==> config.mk <==
export PLATFORM = sky130hd
export DESIGN_NAME = display_scan_ctrl
export DESIGN_NICKNAME = d
export VERILOG_FILES = /design/src/rtl/display_scan_ctrl.sv
export SDC_FILE = /design/constraint.sdc
export NUM_CORES = 1
export LEC_CHECK = 0
export ABC_CLOCK_PERIOD_IN_PS = 1800
export BUFFER_PORTS_ARGS = -buffer_cell sky130_fd_sc_hd__buf_2
export CORE_ASPECT_RATIO = 0.5
export CORE_UTILIZATION = 35
export DETAILED_ROUTE_END_ITERATION = 10
export PLACE_DENSITY = 0.52
export RECOVER_POWER = 50
export SETUP_SLACK_MARGIN = 0.5
export SLEW_MARGIN = 20
export SYNTH_ARGS = -nofsm -noshare
export SYNTH_HDL_FRONTEND = slang
export SYNTH_SLANG_ARGS = --single-unit
export TNS_END_PERCENT = 20
==> constraint.sdc <==
create_clock -name Clk -period 1.8 [get_ports Clk]
set_input_delay 0.36 -clock Clk [delete_from_list [all_inputs] [get_ports Clk]]
set_output_delay 0.36 -clock Clk [all_outputs]
set_load 0.02 [all_outputs]
==> src/rtl/display_scan_ctrl.sv <==
// Purpose : captures two numbers, converts them to BCD one bit per cycle and
//           multiplexes the resulting 8 digits onto a shared nibble with a
//           rotating active-low enable.
// Latency : Busy high for 30 cycles after an accepted Load. Digits are
//           committed and Done pulses on the 30th edge.
// Backpressure : Load is accepted only when idle. Loads that arrive while
//           Busy is high are dropped and are not queued.
//
// Ports:
//   Clk, Rst_n              clock and asynchronous active-low reset
//   Load                    capture NumberA_in / NumberB_in when idle
//   NumberA_in, NumberB_in  unsigned values shown on digits 3..0 and 7..4
//   Blank                   forces every digit enable inactive while high
//   Busy, Done              conversion in progress / one-cycle commit pulse
//   Digit                   BCD nibble of the enabled digit (4'hF = blank)
//   en_out                  one-hot, active-low digit enables
module display_scan_ctrl #(
    parameter int NUM_WIDTH  = 32,
    parameter int PRESCALE_W = 17
) (
    input  logic                 Clk,
    input  logic                 Rst_n,
    input  logic                 Load,
    input  logic [NUM_WIDTH-1:0] NumberA_in,
    input  logic [NUM_WIDTH-1:0] NumberB_in,
    input  logic                 Blank,
    output logic                 Busy,
    output logic                 Done,
    output logic [3:0]           Digit,
    output logic [7:0]           en_out
);

    localparam logic [1:0] IDLE   = 2'd0;
    localparam logic [1:0] CONV_A = 2'd1;
    localparam logic [1:0] CONV_B = 2'd2;
    localparam logic [1:0] COMMIT = 2'd3;

    // Four decimal digits cover 0..9999. Anything at or above this limit,
    // judged on the full input width, is shown as four blank digits.
    localparam logic [NUM_WIDTH-1:0] DEC_LIMIT = NUM_WIDTH'(10000);
    localparam logic [3:0] LAST_BIT = 4'd13;
    // B holds one extra cycle past its last shift before moving to COMMIT.
    localparam logic [3:0] B_HOLD   = 4'd14;
    localparam logic [PRESCALE_W-1:0] PRE_ONE = {{(PRESCALE_W-1){1'b0}}, 1'b1};

    logic [1:0]            state;
    logic [3:0]            bitCnt;
    logic [13:0]           shiftReg;
    logic [13:0]           numB;
    logic [15:0]           bcdReg;
    logic [15:0]           bcdA;
    logic                  ovfA;
    logic                  ovfB;
    logic [31:0]           digRegs;
    logic [PRESCALE_W-1:0] prescale;
    logic [2:0]            scanIdx;
    logic [15:0]           bcdAdj;
    logic [15:0]           bcdNext;

    // Double-dabble correction: any nibble of 5 or more gets +3 so that the
    // following left shift carries correctly into the next decimal digit.
    function automatic logic [15:0] addThree(input logic [15:0] bcdIn);
        logic [15:0] res;
        res = bcdIn;
        for (int n = 0; n < 4; n++) begin
            if (res[n*4 +: 4] >= 4'd5) begin
                res[n*4 +: 4] = res[n*4 +: 4] + 4'd3;
            end
        end
        return res;
    endfunction

    always_comb begin
        bcdAdj  = addThree(bcdReg);
        bcdNext = {bcdAdj[14:0], shiftReg[13]};
    end

    // Conversion FSM. The digit registers are only written in COMMIT, so the
    // scanned display never shows a half-converted number.
    always_ff @(posedge Clk or negedge Rst_n) begin
        if (!Rst_n) begin
            state    <= IDLE;
            Busy     <= 1'b0;
            Done     <= 1'b0;
            bitCnt   <= 4'd0;
            shiftReg <= 14'd0;
            numB     <= 14'd0;
            bcdReg   <= 16'd0;
            bcdA     <= 16'd0;
            ovfA     <= 1'b0;
            ovfB     <= 1'b0;
            digRegs  <= 32'hFFFF_FFFF;
        end else begin
            Done <= 1'b0;
            case (state)
                IDLE: begin
                    if (Load && !Busy) begin
                        shiftReg <= NumberA_in[13:0];
                        numB     <= NumberB_in[13:0];
                        ovfA     <= (NumberA_in >= DEC_LIMIT);
                        ovfB     <= (NumberB_in >= DEC_LIMIT);
                        bcdReg   <= 16'd0;
                        bitCnt   <= 4'd0;
                        Busy     <= 1'b1;
                        state    <= CONV_A;
                    end
                end
                CONV_A: begin
                    if (bitCnt == LAST_BIT) begin
                        // A is finished; park it and restart the shifter on B.
                        bcdA     <= bcdNext;
                        bcdReg   <= 16'd0;
                        shiftReg <= numB;
                        bitCnt   <= 4'd0;
                        state    <= CONV_B;
                    end else begin
                        bcdReg   <= bcdNext;
                        shiftReg <= {shiftReg[12:0], 1'b0};
                        bitCnt   <= bitCnt + 4'd1;
                    end
                end
                CONV_B: begin
                    if (bitCnt == B_HOLD) begin
                        state <= COMMIT;
                    end else begin
                        bcdReg   <= bcdNext;
                        shiftReg <= {shiftReg[12:0], 1'b0};
                        bitCnt   <= bitCnt + 4'd1;
                    end
                end
                COMMIT: begin
                    digRegs <= {(ovfB ? 16'hFFFF : bcdReg),
                                (ovfA ? 16'hFFFF : bcdA)};
                    Done    <= 1'b1;
                    Busy    <= 1'b0;
                    state   <= IDLE;
                end
                default: begin
                    Busy  <= 1'b0;
                    state <= IDLE;
                end
            endcase
        end
    end

    // Scan path: free-running prescaler advances the digit index on wrap.
    // Outputs are registered from the index, so they follow it by one cycle,
    // and a commit on the same edge as an index step appears one cycle later.
    always_ff @(posedge Clk or negedge Rst_n) begin
        if (!Rst_n) begin
            prescale <= '0;
            scanIdx  <= 3'd0;
            Digit    <= 4'hF;
            en_out   <= 8'hFF;
        end else begin
            prescale <= prescale + PRE_ONE;
            if (&prescale) begin
                scanIdx <= scanIdx + 3'd1;
            end
            en_out <= Blank ? 8'hFF : ~(8'h01 << scanIdx);
            Digit  <= digRegs[{scanIdx, 2'b00} +: 4];
        end
    end

endmodule

# Yosys cells after proc, flatten, opt, wreduce, memory -nomap -nowiden
# Cells that the tools add are included.
dict set report totals {
  out_inout_bits 14
  register_bits 134
}
dict set report classes {
  shifts 2
  addsub 7
  n_eq_ne 9
  mux 26
  bitwise 1
  n_reduce_logical 11
  order_cmp 6
}
# cell count
set op_table {}
lappend op_table {{$mux 16} 5}
lappend op_table {{$ge 32x14->1 const B} 2}
lappend op_table {{$pmux 16 s3} 1}
lappend op_table {{$mux 14} 3}
lappend op_table {{$pmux 14 s3} 1}
lappend op_table {{$shiftx 32x6->4} 1}
lappend op_table {{$mux 4} 6}
lappend op_table {{$add 17x1->17 const B} 1}
lappend op_table {{$reduce_and 17->1} 1}
lappend op_table {{$ge 4x3->1 const B} 4}
lappend op_table {{$add 4x2->4 const B} 3}
lappend op_table {{$pmux 4 s3} 1}
lappend op_table {{$eq 4x4->1 const B} 2}
lappend op_table {{$mux 8} 1}
lappend op_table {{$ne 2x2->1 const B} 4}
lappend op_table {{$not 8->8} 1}
lappend op_table {{$pmux 2 s4} 1}
lappend op_table {{$shl 1x3->8 const A} 1}
lappend op_table {{$mux 2} 3}
lappend op_table {{$reduce_and 2->1} 3}
lappend op_table {{$reduce_and 3->1} 2}
lappend op_table {{$add 4x1->4 const B} 1}
lappend op_table {{$eq 2x2->1 const B} 2}
lappend op_table {{$add 3x1->3 const B} 1}
lappend op_table {{other kinds (10)} 11}

# Depth between registers and ports, before layout
# Gate-level depths: netlist of run 1.
dict set report logic_depth {
  ltp_word 4
  mapped_depth 8
  depth_no_buf 7
}

# Worst setup path after synthesis of run 1
# Ideal clock, no wire load.
dict set report synth_path {
  path_kind {reg-to-reg}
  start {register state[0]}
  end {register shiftReg[1]}
  arrival_ns 1.530
  slack_ns 0.135
  path_stages_with_launch 8
  setup_time_ns 0.135
  required_ns 1.665
  path_cell_list {dfrtp_1 > inv_1 > ha_1 > and4b_4 > nor2_4 > buf_6 > a221oi_1 > o31ai_1}
}
dict set report synth_via {
  elab_chain_cells 3
  elab_cells_between_ends 8
  classes_between {eq/ne: 4; mux: 1; reduce/logical: 3}
}
# element line
set synth_lines {}
lappend synth_lines {{from (decl)} 46} ;# logic [1:0] state;
lappend synth_lines {{from (signal assigned)} 82} ;# state <= IDLE;
lappend synth_lines {{from (signal assigned)} 105} ;# state <= CONV_A;
lappend synth_lines {{from (signal assigned)} 115} ;# state <= CONV_B;
lappend synth_lines {{$eq 2x2->1, or another cell as far along} 95} ;# case (state)
lappend synth_lines {{$ne 2x2->1 (no line) or $reduce_bool 3->1 (tied branches)} -}
lappend synth_lines {{$reduce_and 3->1 (no line)} -}
lappend synth_lines {{to (signal assigned)} 98} ;# shiftReg <= NumberA_in[13:0];
lappend synth_lines {{to (signal assigned)} 113} ;# shiftReg <= numB;
lappend synth_lines {{to (signal assigned)} 118} ;# shiftReg <= {shiftReg[12:0], 1'b0};
lappend synth_lines {{to (decl)} 48} ;# logic [13:0] shiftReg;
# Several ways; a longest one is shown, not always the timed one.
# A chain may end at the register's enable or synchronous reset.

# Worst setup path in the final report of run 1
dict set report layout_path {
  start {register state[1]}
  end {register shiftReg[11]}
}
# Same word-level chain as after synthesis.

==> results_dict.tcl, run 1 <==
set metrics [dict create \
    clk_pin_slew_worst_paths_ns 0.06 \
    post-route-util 0.479 \
    cts_sinks 134 \
    relSlewSlack 0.568 \
    worstHoldStart "NumberB_in[0]" \
    clockBufferDepth 2 \
    io_buffers 81 \
    min_path_type "primary input to flip-flop" \
    grt_pass1_wl_mm 24.5 \
    die_h_um 96.3 \
    run_status "finished, final reports clean" \
    rrSetupSlack_ns 0.08 \
    worstMarginPinSlew_ns 0.648 \
    setup_viol 0 \
    end_kind "flip-flop" \
    synth_cell_types 48 \
    final_max_slew_viol_count 0 \
    cp_cell_sequence "buf_6 -> ha_4 -> and4b_4 -> nor2_4 -> buf_12 -> a221oi_4 -> o31ai_1" \
    p_sw_frac 0.341 \
    ant_nets 0 \
    combinationalPowerShare 0.374 \
    core_area_mm2 0.0174 \
    pin_count 82 \
    finalNonFillerCells 942 \
    grt_max_degree 52 \
    cts_buffers 17 \
    cts-root-buf "clkbuf_16" \
    htreeDepth 4 \
    start_util 0.358 \
    firstDrtPassIters 5 \
    hpwlAfterDp_mm 10.1 \
    syn_area_mm2 0.00622 \
    p_seq_frac 0.333 \
    timing.final.hold_violations 0 \
    grtUsageTotal 0.179 \
    drv_cap 0 \
    powerDensity_mw_per_mm2 1530 \
    multi_input_area_mm2 0.00295 \
    areaGrowthSynthToFinish_pct 34.0 \
    synth_nets 648 \
    start_kind "flip-flop" \
    gp_congestion 0.819 \
    switchingPower_w 0.00434 \
    ys_warn_count 0 \
    vdd_drop_max_mv 0.747 \
    clock.fmax_ghz 0.582 \
    total_power_w 0.0127 \
    worstPathArrival_ns 2.02 \
    syn-instance-count 557 \
    antenna_found_initial 0 \
    dieWidth_um 191 \
    cp_num_buf_inv 2 \
    fill_cells 1579 \
    p_int_w 0.00838 \
    layout.nets 786 \
    rr_endpoint "shiftReg[11]" \
    hold-path-endpoint "numB[0]" \
    synthArstFlopShare 1.00 \
    wl_mm 15.5 \
    r2r_start "state[1]" \
    fin_skew_ns 0.00912 \
    finalSetupTns_ns 0 \
    n_antenna_cell 0 \
    finalCritPeriodShare 0.954 \
    first_global_vias 4386 \
    clkPwrFrac 0.293 \
    clk_latency_ns 0.43 \
    num_rows 34 \
    avgSynthCellArea_um2 11.2 \
    ys_ff_latch 134 \
    rsz0062_at_grt "yes" \
    slowest_delay_ns 0.39 \
    cts_tree "yes" \
    drt_iter0_drc 239 \
    crit_type "flip-flop to flip-flop" \
    viasPerCell 4.95 \
    wl_per_cell_um 16.4 \
    power_leakage_nw 3.58 \
    min_path_cells 2 \
    dr_total_vias 4666 \
    ff_latch_area_mm2 0.00341 \
    ff2ff_path_depth 7 \
    critPathMaxFanout 9 \
    post-route-min-period_ns 1.72 \
    cp.required_ns 2.10 \
    synth_edf_count 0 \
    seq_area_frac_synth 0.548 \
    die-area_mm2 0.0184 \
    drc 0 \
    yosys_most_used_dff "dfrtp_1" \
    dp_cells 871 \
    drive_gt1_frac 0.444 \
    slowest_stage "dfrtp_1" \
    cp_top_family "simple AND/OR/NAND/NOR gates" \
    grt.overflow.total 0 \
]
==> logic make-up (layout without fill, tap and decap cells) <==
logic type                 Yosys count  after routing  synth area share
buffers and inverters               55            202            0.0418
adders and majority gates           23             23            0.0462
muxes                               30             30            0.0686
DFF                                134            134             0.548
xor gates and xnor gates            19             19            0.0267
AOI/OAI and AO/OA                  125            125             0.141
and+or+nand+nor                    171            175             0.128
==> power groups by stage <==
stage,Clock (W),Sequential (W),Combinational (W)
finish,0.00372,0.00424,0.00476
global route,0.00393,0.00433,0.00518
CTS,0.00378,0.00423,0.00428
detailed placement,0,0.00428,0.00379
global placement,0,0.00427,0.00371
floorplan,0,0.00425,0.00274
==> what timing repair did <==
action | in CTS | in global routing
resized for setup | 36 | 29
hold buffers | 1 | 0
endpoints found under the setup margin | 108 | 128
cloned | 3 | 2
endpoints found under the hold margin | 17 | 0
setup buffers | 12 | 21
pin swaps | 8 | 7
==> worst max-delay path by stage <==
stage               startpoint            to  cells past startpoint
floorplan             state[0]   shiftReg[1]                      7
CTS                   state[1]   shiftReg[4]                      7
detailed placement   bitCnt[1]      bcdA[11]                      6
global placement     bitCnt[1]       bcdA[3]                      6
global route          state[1]  shiftReg[11]                      7
finish                state[1]  shiftReg[11]                      7
==> Yosys cell counts (4+ instances only) <==
| cell type | n | area [um^2] |
|---|---|---|
| a21oi_1 | 14 | 70.1 |
| o31ai_1 | 13 | 97.6 |
| inv_1 | 27 | 101 |
| nor2_1 | 53 | 199 |
| nand2_1 | 67 | 251 |
| mux4_2 | 8 | 180 |
| nand3_1 | 13 | 65.1 |
| dfstp_2 | 44 | 1160 |
| buf_2 | 10 | 50.1 |
| nand2b_1 | 9 | 56.3 |
| ha_1 | 23 | 288 |
| o21ai_2 | 4 | 35.0 |
| o22ai_1 | 13 | 81.3 |
| nand4_1 | 5 | 31.3 |
| a31oi_1 | 20 | 125 |
| buf_6 | 5 | 56.3 |
| xnor2_1 | 15 | 131 |
| mux2_2 | 21 | 236 |
| clkbuf_1 | 12 | 45.0 |
| and3_1 | 4 | 25.0 |
| a221oi_1 | 12 | 105 |
| dfrtp_1 | 90 | 2250 |
| xor2_1 | 4 | 35.0 |
| nor4_1 | 8 | 50.1 |
| o21ai_0 | 21 | 105 |
| o22a_1 | 16 | 140 |
==> state kept, by name, summed over array words and instances (netlist names), 2 cells and up <==
signal,count
Digit,4
digRegs,32
bitCnt,4
bcdReg,16
prescale,17
state,2
bcdA,16
en_out,8
numB,14
scanIdx,3
shiftReg,14
==> area by class of cell <==
type                            instances  area share
Inverter                               27      0.0122
Timing Repair Buffer                  143       0.114
Tap cell                              234      0.0351
Clock inverter                         12      0.0198
Sequential cell                       134       0.409
Multi-Input combinational cell        372       0.354
Clock buffer                           20      0.0560
==> per-stage QoR <==
stage	hold slack, ns	setup WS [ns]	cell area [um^2]
floorplan	0.0644	0.264	6330
global placement	0.341	0.0945	7130
detailed placement	0.343	0.0776	7130
CTS	0.156	0.101	8060
global route	0.170	0.0101	8340
finish	0.170	0.0821	8340
==> routing by layer <==
metal	global-route usage	wire length, um
met1	0.258	8010
met5	0	0
met3	0.0423	405
met4	0.0493	79
met2	0.267	6990
==> layout by cell type, fill, tap and decap left out, types with 5 or more instances in the layout <==
cell type / synthesis / layout
a21oi_1: 14 / 10
a221oi_2: 1 / 11
a31oi_1: 20 / 18
buf_12: 0 / 5
buf_2: 10 / 80
buf_4: 1 / 44
clkbuf_16: 0 / 18
dfrtp_1: 90 / 89
dfstp_2: 44 / 44
ha_1: 23 / 11
ha_4: 0 / 8
inv_1: 27 / 16
inv_2: 0 / 11
mux2_2: 21 / 17
mux4_2: 8 / 8
nand2_1: 67 / 67
nand2b_1: 9 / 6
nand3_1: 13 / 12
nand4_1: 5 / 5
nor2_1: 53 / 52
nor4_1: 8 / 8
o21ai_0: 21 / 18
o21ai_2: 4 / 6
o22a_1: 16 / 16
o22ai_1: 13 / 13
o31ai_1: 13 / 13
xnor2_1: 15 / 15
Note: power is estimated with default switching activity, not from simulation.
==> run 2: changes to the inputs <==
--- a/config.mk
+++ b/config.mk
@@ -5,6 +5,7 @@
 export SDC_FILE = /design/constraint.sdc
 export NUM_CORES = 1
 export LEC_CHECK = 0
+export ABC_AREA = 1
 export ABC_CLOCK_PERIOD_IN_PS = 1800
 export BUFFER_PORTS_ARGS = -buffer_cell sky130_fd_sc_hd__buf_2
 export CORE_ASPECT_RATIO = 0.5
==> run 2 against run 1 <==
Net effect:
- synthesized area up 5.9%
- critical path depth unchanged
- core utilization about the same
- flip-flop and latch count unchanged
- synthesized cell count up 40%
- final cell count up 26%
- clock skew down 0.0019 ns
- largest power group unchanged
- die area up 5.8%
- count of clock-buffer cells in the layout up 4
- worst hold slack better by 0.0051 ns
- highest routed layer unchanged
- sequential share of layout area down 2.3 points
==> results_dict.tcl, run 2 <==
set metrics [dict create \
    fin_skew_ns 0.00726 \
    layout.nets 1003 \
    synth_xor_xnor_area_share 0.0213 \
    cp_cell_sequence "inv_2 -> ha_2 -> nand2_1 -> nand3_4 -> xor2_1 -> nand2_1 -> o21ai_0" \
    regMostFlops "digRegs" \
    grt_pass1_wl_mm 27.2 \
    start_kind "flip-flop" \
    cts_sinks 134 \
    dpl_worst_slack_ns 0.220 \
    cp_top_family "flip-flops" \
    clk_latency_ns 0.42 \
    timing.final.hold_violations 0 \
    grt.overflow.total 0 \
    first_global_vias 5391 \
    crit_top_cell "nand2_1" \
    drc 0 \
    synth_common_cells "nand2_1 (209), dfrtp_1 (90), nor2_1 (86)" \
    io_buffers 81 \
    setup_viol 0 \
    cp_num_buf_inv 1 \
    total_power_w 0.0118 \
    mostFrequentLayoutCells "nand2_1 (182), dfrtp_1 (87), nor2_1 (82), buf_2 (80), inv_1 (68)" \
    avgSynthCellArea_um2 8.46 \
    worstMarginPinSlew_ns 0.699 \
    largest_register_ffs 32 \
    drv_cap 0 \
    cp.required_ns 2.14 \
    cts_buffers 17 \
    ant_nets 0 \
    syn_area_mm2 0.00659 \
    num_rows 35 \
    grt_max_degree 46 \
    synthArstFlopShare 1.00 \
    slowest_stage "dfrtp_1" \
    syn-instance-count 779 \
    die_h_um 99.0 \
    synth_fa_ha_area_frac 0.0437 \
    cts_tree "yes" \
    relSlewSlack 0.534 \
    wl_per_cell_um 14.1 \
    seq_area_frac_synth 0.517 \
    synth_simple_gate_area_frac 0.223 \
    power_leakage_nw 4.25 \
    gp_congestion 0.802 \
    synth_top_family_by_area "simple AND/OR/NAND/NOR gates" \
    synth_cell_types 32 \
    pin_count 82 \
    firstDrtPassIters 5 \
    synth_top_area_share 0.342 \
    drt_iter0_drc 217 \
    dr_total_vias 5433 \
    antenna_found_initial 0 \
    crit_type "flip-flop to flip-flop" \
    synth_compound_area_frac 0.104 \
    worst_slack_ns 0.289 \
    synthTopCellsByArea "dfrtp_1 (34%), dfstp_2 (18%), nand2_1 (12%)" \
    drive_gt1_frac 0.342 \
    run_status "finished, final reports clean" \
    final_max_slew_viol_count 0 \
    muxShareOfSynthArea 0.0205 \
    synth_edf_count 0 \
    ys_ff_latch 134 \
    n_antenna_cell 0 \
    clock.fmax_ghz 0.662 \
    areaGrowthSynthToFinish_pct 34.1 \
    core_area_mm2 0.0184 \
    critPathMaxFanout 5 \
    min_path_type "primary input to flip-flop" \
    vdd_drop_max_mv 0.654 \
    synth_nets 870 \
    synth_most_common_cell "nand2_1" \
    yosysTopAreaCell "dfrtp_1" \
    end_kind "flip-flop" \
    powerDensity_mw_per_mm2 1330 \
    clk_pin_slew_worst_paths_ns 0.06 \
    wl_mm 16.7 \
    worstPathArrival_ns 1.85 \
    viasPerCell 4.59 \
    reg.largest.list "digRegs: 32 flops, prescale: 17 flops" \
    dieWidth_um 196 \
    ys_warn_count 0 \
    start_util 0.358 \
    die-area_mm2 0.0194 \
    htreeDepth 4 \
    rsz0062_at_grt "yes" \
    hpwlAfterDp_mm 10.9 \
    clockBufferDepth 2 \
    finalSetupTns_ns 0 \
    final_common_cell "nand2_1" \
    post-route-min-period_ns 1.51 \
    grtUsageTotal 0.179 \
    finalCritPeriodShare 0.839 \
    cts-root-buf "clkbuf_16" \
    yosys_most_used_dff "dfrtp_1" \
    slowest_delay_ns 0.39 \
    fill_cells 1804 \
]
==> run 2: cell count changes in the layout (fill, tap and decap cells not counted), sizes merged, moves of 13 or more <==
cell / previous run / this run
o22ai: 15 / 0
nand3: 17 / 36
nor2: 54 / 92
inv: 30 / 83
o21ai: 27 / 75
o22a: 16 / 0
a21oi: 14 / 36
o31ai: 13 / 0
nand2: 68 / 212
a221oi: 13 / 0
==> run 2: logic make-up after synthesis <==
group | after synthesis
compound gates | 128
xor+xnor | 16
fa+ha+maj | 23
buf+inv | 112
flops | 134
mux | 12
simple gates | 354
==> run 2: power breakdown <==
part | switching [W] | total, W | internal, W | leakage [nW]
logic | 0.00236 | 0.00427 | 0.00190 | 2.33
registers | 0.000290 | 0.00389 | 0.00360 | 1.62
clock network | 0.00129 | 0.00362 | 0.00232 | 0.300
total | 0.00395 | 0.0118 | 0.00783 | 4.25
==> run 2: worst paths after layout <==
kind	endpoint	cells past startpoint	startpoint	slack [ns]
setup / recovery	bcdA[1]	7	bcdReg[1]	0.29
hold / removal	numB[3]	2	NumberB_in[3]	0.18
setup reg to reg	bcdA[1]	7	bcdReg[1]	0.29
hold reg to reg	digRegs[12]	2	digRegs[12]	0.47
max in group asynchronous	bcdA[6]	3	Rst_n	0.39
min in group asynchronous	prescale[3]	2	Rst_n	0.43
==> run 2: routing by layer <==
metal  GRT usage  routed length, um
met5           0                  0
met4      0.0571                190
met3      0.0370                552
met2       0.292               7730
met1       0.240               8220
==> run 2: per-stage QoR <==
step / util / area, um^2 / cells / hold slack [ns]
final: 0.480 / 8840 / 1184 / 0.175
after global routing: 0.480 / 8840 / 1184 / 0.168
after CTS: 0.455 / 8380 / 1162 / 0.160
after detailed placement: 0.406 / 7480 / 1111 / 0.330
after global placement: 0.406 / 7480 / 1111 / 0.330
after floorplan: - / 6720 / 779 / 0.0644
==> run 2: final cells by class <==
class,count,area (um^2),area share
inverters,84,332,0.0375
clock buffers,24,492,0.0556
repair buffers,142,1100,0.124
well taps,259,324,0.0366
clock inverters,8,121,0.0137
flip-flops and latches,134,3410,0.386
multi-input cells,533,3070,0.347
==> run 2: timing repair <==
| action | 4_1_cts | 5_1_grt |
|---|---|---|
| resized for setup | 32 | 90 |
| pin swaps | 7 | 24 |
| hold buffers | 1 | 0 |
| setup endpoints to repair | 115 | 133 |
| hold endpoints to repair | 18 | 0 |
| buffers inserted | 16 | 18 |
| gates cloned | 2 | 4 |
